<file path="src/rtl/mem_access_unit.sv">
// mem_access_unit: single-port CPU-to-data-memory access sequencer.
// Loads drive mem_read for 1+WAIT_CYCLES cycles and then capture mem_rdata. Stores go through
// setup, strobe and hold phases so that mem_write has exactly one rising edge per store. Every
// output is a flop, and each one is loaded from the next-state decode.
// Optional feature macro: MEM_ACCESS_UNIT_BYTE_EN (adds byte loads and read-modify-write byte
// stores).
module mem_access_unit #(
  parameter int unsigned WAIT_CYCLES = 0
) (
  input  logic        clk,
  input  logic        rst,
  input  logic        req_valid,
  input  logic        req_write,
  input  logic [15:0] req_addr,
  input  logic [15:0] req_wdata,
`ifdef MEM_ACCESS_UNIT_BYTE_EN
  input  logic        req_byte,
  input  logic        req_bsel,
`endif
  output logic        req_ready,
  output logic        resp_valid,
  output logic [15:0] resp_rdata,
  output logic [15:0] mem_addr,
  output logic [15:0] mem_wdata,
  output logic        mem_read,
  output logic        mem_write,
  input  logic [15:0] mem_rdata
);

  localparam logic [2:0] WaitLast = 3'(WAIT_CYCLES);

  typedef enum logic [2:0] {
    StIdle,
    StRd,
    StSetup,
    StStrobe,
    StHold,
    StResp
  } state_e;

  state_e      state_q, state_d;
  logic [2:0]  wait_q, wait_d;
  logic [15:0] addr_d, wdata_d, rdata_d;

`ifdef MEM_ACCESS_UNIT_BYTE_EN
  // Request attributes kept for the whole operation, since req_* are ignored after acceptance.
  logic       byte_q, byte_d;
  logic       bsel_q, bsel_d;
  logic       store_q, store_d;
  logic [7:0] wbyte_q, wbyte_d;
`endif

  // Next-state and next-output decode.
  always_comb begin
    state_d = state_q;
    wait_d  = wait_q;
    addr_d  = mem_addr;
    wdata_d = mem_wdata;
    rdata_d = resp_rdata;
`ifdef MEM_ACCESS_UNIT_BYTE_EN
    byte_d  = byte_q;
    bsel_d  = bsel_q;
    store_d = store_q;
    wbyte_d = wbyte_q;
`endif
    unique case (state_q)
      StIdle: begin
        if (req_valid && req_ready) begin
          addr_d = req_addr;
          wait_d = 3'd0;
`ifdef MEM_ACCESS_UNIT_BYTE_EN
          byte_d  = req_byte;
          bsel_d  = req_bsel;
          store_d = req_write;
          wbyte_d = req_wdata[7:0];
          // A byte store must first read the word it is going to merge into.
          if (req_write && !req_byte) begin
            state_d = StSetup;
            wdata_d = req_wdata;
          end else begin
            state_d = StRd;
          end
`else
          if (req_write) begin
            state_d = StSetup;
            wdata_d = req_wdata;
          end else begin
            state_d = StRd;
          end
`endif
        end
      end
      StRd: begin
        if (wait_q == WaitLast) begin
`ifdef MEM_ACCESS_UNIT_BYTE_EN
          if (store_q) begin
            state_d = StSetup;
            wdata_d = bsel_q ? {wbyte_q, mem_rdata[7:0]} : {mem_rdata[15:8], wbyte_q};
          end else begin
            state_d = StResp;
            if (byte_q) begin
              rdata_d = bsel_q ? {8'h00, mem_rdata[15:8]} : {8'h00, mem_rdata[7:0]};
            end else begin
              rdata_d = mem_rdata;
            end
          end
`else
          state_d = StResp;
          rdata_d = mem_rdata;
`endif
        end else begin
          wait_d = wait_q + 3'd1;
        end
      end
      StSetup:  state_d = StStrobe;
      StStrobe: state_d = StHold;
      StHold:   state_d = StResp;
      StResp:   state_d = StIdle;
      default:  state_d = StIdle;
    endcase
  end

  // State register and registered outputs, all loaded from the next-state decode.
  always_ff @(posedge clk or posedge rst) begin
    if (rst) begin
      state_q    <= StIdle;
      wait_q     <= 3'd0;
      req_ready  <= 1'b1;
      resp_valid <= 1'b0;
      mem_read   <= 1'b0;
      mem_write  <= 1'b0;
      mem_addr   <= 16'h0000;
      mem_wdata  <= 16'h0000;
      resp_rdata <= 16'h0000;
    end else begin
      state_q    <= state_d;
      wait_q     <= wait_d;
      req_ready  <= (state_d == StIdle);
      resp_valid <= (state_d == StResp);
      mem_read   <= (state_d == StRd);
      mem_write  <= (state_d == StStrobe);
      mem_addr   <= addr_d;
      mem_wdata  <= wdata_d;
      resp_rdata <= rdata_d;
    end
  end

`ifdef MEM_ACCESS_UNIT_BYTE_EN
  // Captured byte-access attributes.
  always_ff @(posedge clk or posedge rst) begin
    if (rst) begin
      byte_q  <= 1'b0;
      bsel_q  <= 1'b0;
      store_q <= 1'b0;
      wbyte_q <= 8'h00;
    end else begin
      byte_q  <= byte_d;
      bsel_q  <= bsel_d;
      store_q <= store_d;
      wbyte_q <= wbyte_d;
    end
  end
`endif

endmodule

</file>
<file path="config.mk">
export PLATFORM = sky130hd
export DESIGN_NAME = mem_access_unit
export DESIGN_NICKNAME = d
export VERILOG_FILES = /design/src/rtl/mem_access_unit.sv
export SDC_FILE = /design/constraint.sdc
export NUM_CORES = 1
export LEC_CHECK = 0
export ABC_AREA = 1
export BUFFER_PORTS_ARGS = -buffer_cell sky130_fd_sc_hd__buf_2
export CAP_MARGIN = 20
export CORE_ASPECT_RATIO = 2
export CORE_MARGIN = 1
export CORE_UTILIZATION = 42
export CTS_CLUSTER_SIZE = 20
export DETAILED_ROUTE_END_ITERATION = 10
export PLACE_DENSITY = 0.78
export SYNTH_ARGS = -nofsm -noshare
export SYNTH_HDL_FRONTEND = slang
export SYNTH_SLANG_ARGS = --single-unit
</file>
<file path="constraint.sdc">
create_clock -name clk -period 1.9 [get_ports clk]
set_input_delay 0.38 -clock clk [delete_from_list [all_inputs] [get_ports clk]]
set_output_delay 0.38 -clock clk [all_outputs]
set_load 0.02 [all_outputs]
</file>
==> metrics <==
Core Area=5420 sq um; GRT overflow=0; Initial Utilization=0.436; Post-synth top cells=139 x nand2_1, 57 x dfrtp_1, 22 x nand3_1; Multi-input gate area=778 sq um; CTS tree=yes; setup TNS=0 ns; Cell Area, Synth=2360 sq um; layout cells sized above 1=0.355; R2R Path Start=req_ready$_DFF_PP1_; overall power=5.29 mW; reg-to-reg endpoint=wait_q[1]$_DFFE_PP0P_; drt wl/cell=12.5 microns; final period utilization=0.784; Die Ht=108 microns; FMAX=0.671 GHz; Post-synth EDFFs=0; worst slew pin tran=0.493 ns; vias per inst=4.75; Hold Fails Final Rpt=0; min cycle time layout=1.49 ns; Layout area overhead=31.7%; FF/Latch Area=1450 sq um; Final setup viols=0; post-CTS setup repair buffer count=0; largest area contributor in the netlist=dfrtp_1; GRT Resource Usage Total=0.211; DR iter-0 viols=58; DR pass1 iterations=4; Die W=55.0 microns; hold_buf cts=0; clock buffer count from CTS=9; # fillers=529; worst endpoint required time=2.11 ns; Worst setup EP type=flip-flop; Reg2Reg Setup Slack=0.41 ns; initial antenna violation count=0; Worst Skew=0.00416 ns; Synth Flop Type=dfrtp_1; Slew headroom=0.671; register area share after synthesis=0.615; Unique masters post-synth=20; CP Launch Type=flip-flop; DRC Markers=0; R2R cell count=5; # IOs=104; nets=427; Syn Inst Count=264; PortBufs=103; clock-pin slew on the worst setup and hold paths=0.06 ns; Switch Pwr=2.22 mW; die area=5950 sq um; worst vdd ir=0.000887 V; outcome=completed; post-synthesis sequential element count=58; most frequent cell after synthesis=nand2_1; Rows=38; Root Driver=clkbuf_8; final RePlAce weighted congestion=0.818; Clk pwr share=0.199; combinational share of power=0.411; HPWL Detailed=4.12 mm; Hold Path Class=in2async; worst-path maximum fanout=19; Synth area leaders=dfrtp_1 60%, nand2_1 22%, nand3_1 4.7%; H-tree depth=3; clk_lat worst skew=0.33 ns; Max Slew Vio Count=0; CP Class=reg2reg; Antenna diodes=0; fraction of registers with async set/reset=1.00; share of the synthesized area in the top cell type=0.603; Arr. time, crit path=1.69 ns; Post-Syn Nets=318; Resized Gates After CTS=0; Int Pwr=3.07 mW; Routed Antenna Nets=0; WL final=5.45 mm; vias in the first global route=2109; Yosys Warn Count=0; final core utilization=0.574; mean post-synth cell area=8.95 sq um; Flop pwr share=0.390; detailed-route via count=2074; pin count of the biggest net entering global routing=25; clk sinks=58; RSZ-0062 raised after global routing=false; sw frac=0.420; Leak=1.92 nW; max-cap viol count=0; cell area power density=1700 nW/um^2; first-pass GRT wire length=8.77 mm; CTS max path bufs=2
## flip-flops by register name (all words and copies together), names as in the netlist, 3 cells and up
signal and count:
mem_addr 16, mem_wdata 16, resp_rdata 16, state_q 3
wait_q 3
## layout by cell type (no fill, tap or decap), drive strengths merged
| cell type | Yosys | final |
|---|---|---|
| dfrtp | 57 | 57 |
| nor2 | 10 | 10 |
| inv | 16 | 16 |
| dfstp | 1 | 1 |
| clkinv | 0 | 2 |
| xor2 | 1 | 1 |
| nand2 | 142 | 142 |
| clkbuf | 0 | 13 |
| nand3 | 23 | 23 |
| o21ai | 3 | 3 |
| ha | 2 | 2 |
| buf | 9 | 107 |
## per-layer routing
layer / track usage / vias to the layer above / wire length (microns)
li1: - / 1019 / -
met1: 0.220 / 962 / 1950
met2: 0.339 / 67 / 3020
met3: 0.0591 / 26 / 217
met4: 0.157 / 0 / 269
met5: 0 / - / 0
## worst max-delay path: stages, from the launching register on
cell     delay [ns]
dfstp_2        0.53
nand2_1        0.13
nor2_8         0.30
inv_2          0.20
nand2_1        0.13
o21ai_0        0.09
## cells by family (layout without fill, tap and decap cells)
logic type	after synthesis	count (layout)	share of synthesized area
buf+inv	25	138	0.0561
simple gates	175	175	0.309
compound gates	3	3	0.00635
fa+ha+maj	2	2	0.0106
xor+xnor	1	1	0.00371
flops	58	58	0.615
## through the flow
| step | cell area, sq um | cells | hold WS, ns | setup WS [ns] |
|---|---|---|---|---|
| 6_report | 3110 | 437 | 0.0762 | 0.411 |
| 5_1_grt | 3110 | 437 | 0.103 | 0.304 |
| 4_1_cts | 3110 | 437 | 0.0841 | 0.399 |
| 3_5_place_dp | 2920 | 422 | 0.445 | 0.404 |
| 3_3_place_gp | 2920 | 422 | 0.429 | 0.454 |
| 2_1_floorplan | 2360 | 264 | 0.497 | 0.0937 |
## worst max path at each step
stage	slack, ns	to	startpoint	cells past startpoint
after floorplan	0.09	mem_addr[0]$_DFFE_PP0P_	rst	1
after global routing	0.30	wait_q[1]$_DFFE_PP0P_	req_ready$_DFF_PP1_	5
final	0.41	wait_q[1]$_DFFE_PP0P_	req_ready$_DFF_PP1_	5
after detailed placement	0.40	wait_q[1]$_DFFE_PP0P_	req_ready$_DFF_PP1_	5
after CTS	0.40	wait_q[1]$_DFFE_PP0P_	req_ready$_DFF_PP1_	5
after global placement	0.45	wait_q[2]$_DFFE_PP0P_	req_ready$_DFF_PP1_	6
## power by group through the flow
stage / sequential, mW / combinational [mW] / clock, mW
2_1_floorplan: 2.66 / 0.869 / 0
3_3_place_gp: 2.06 / 2.16 / 0
3_5_place_dp: 2.08 / 2.20 / 0
4_1_cts: 2.07 / 2.21 / 1.08
5_1_grt: 2.12 / 2.43 / 1.13
6_report: 2.07 / 2.18 / 1.05
## final cells by class
class,count,share of cell area
clock inverter,2,0.00322
sequential,58,0.467
clock buffer,13,0.0575
tap,60,0.0241
timing repair buffer,107,0.179
inverter,16,0.0193
multi-input combinational,181,0.250
No activity file was read; power rests on OpenSTA's default activity.
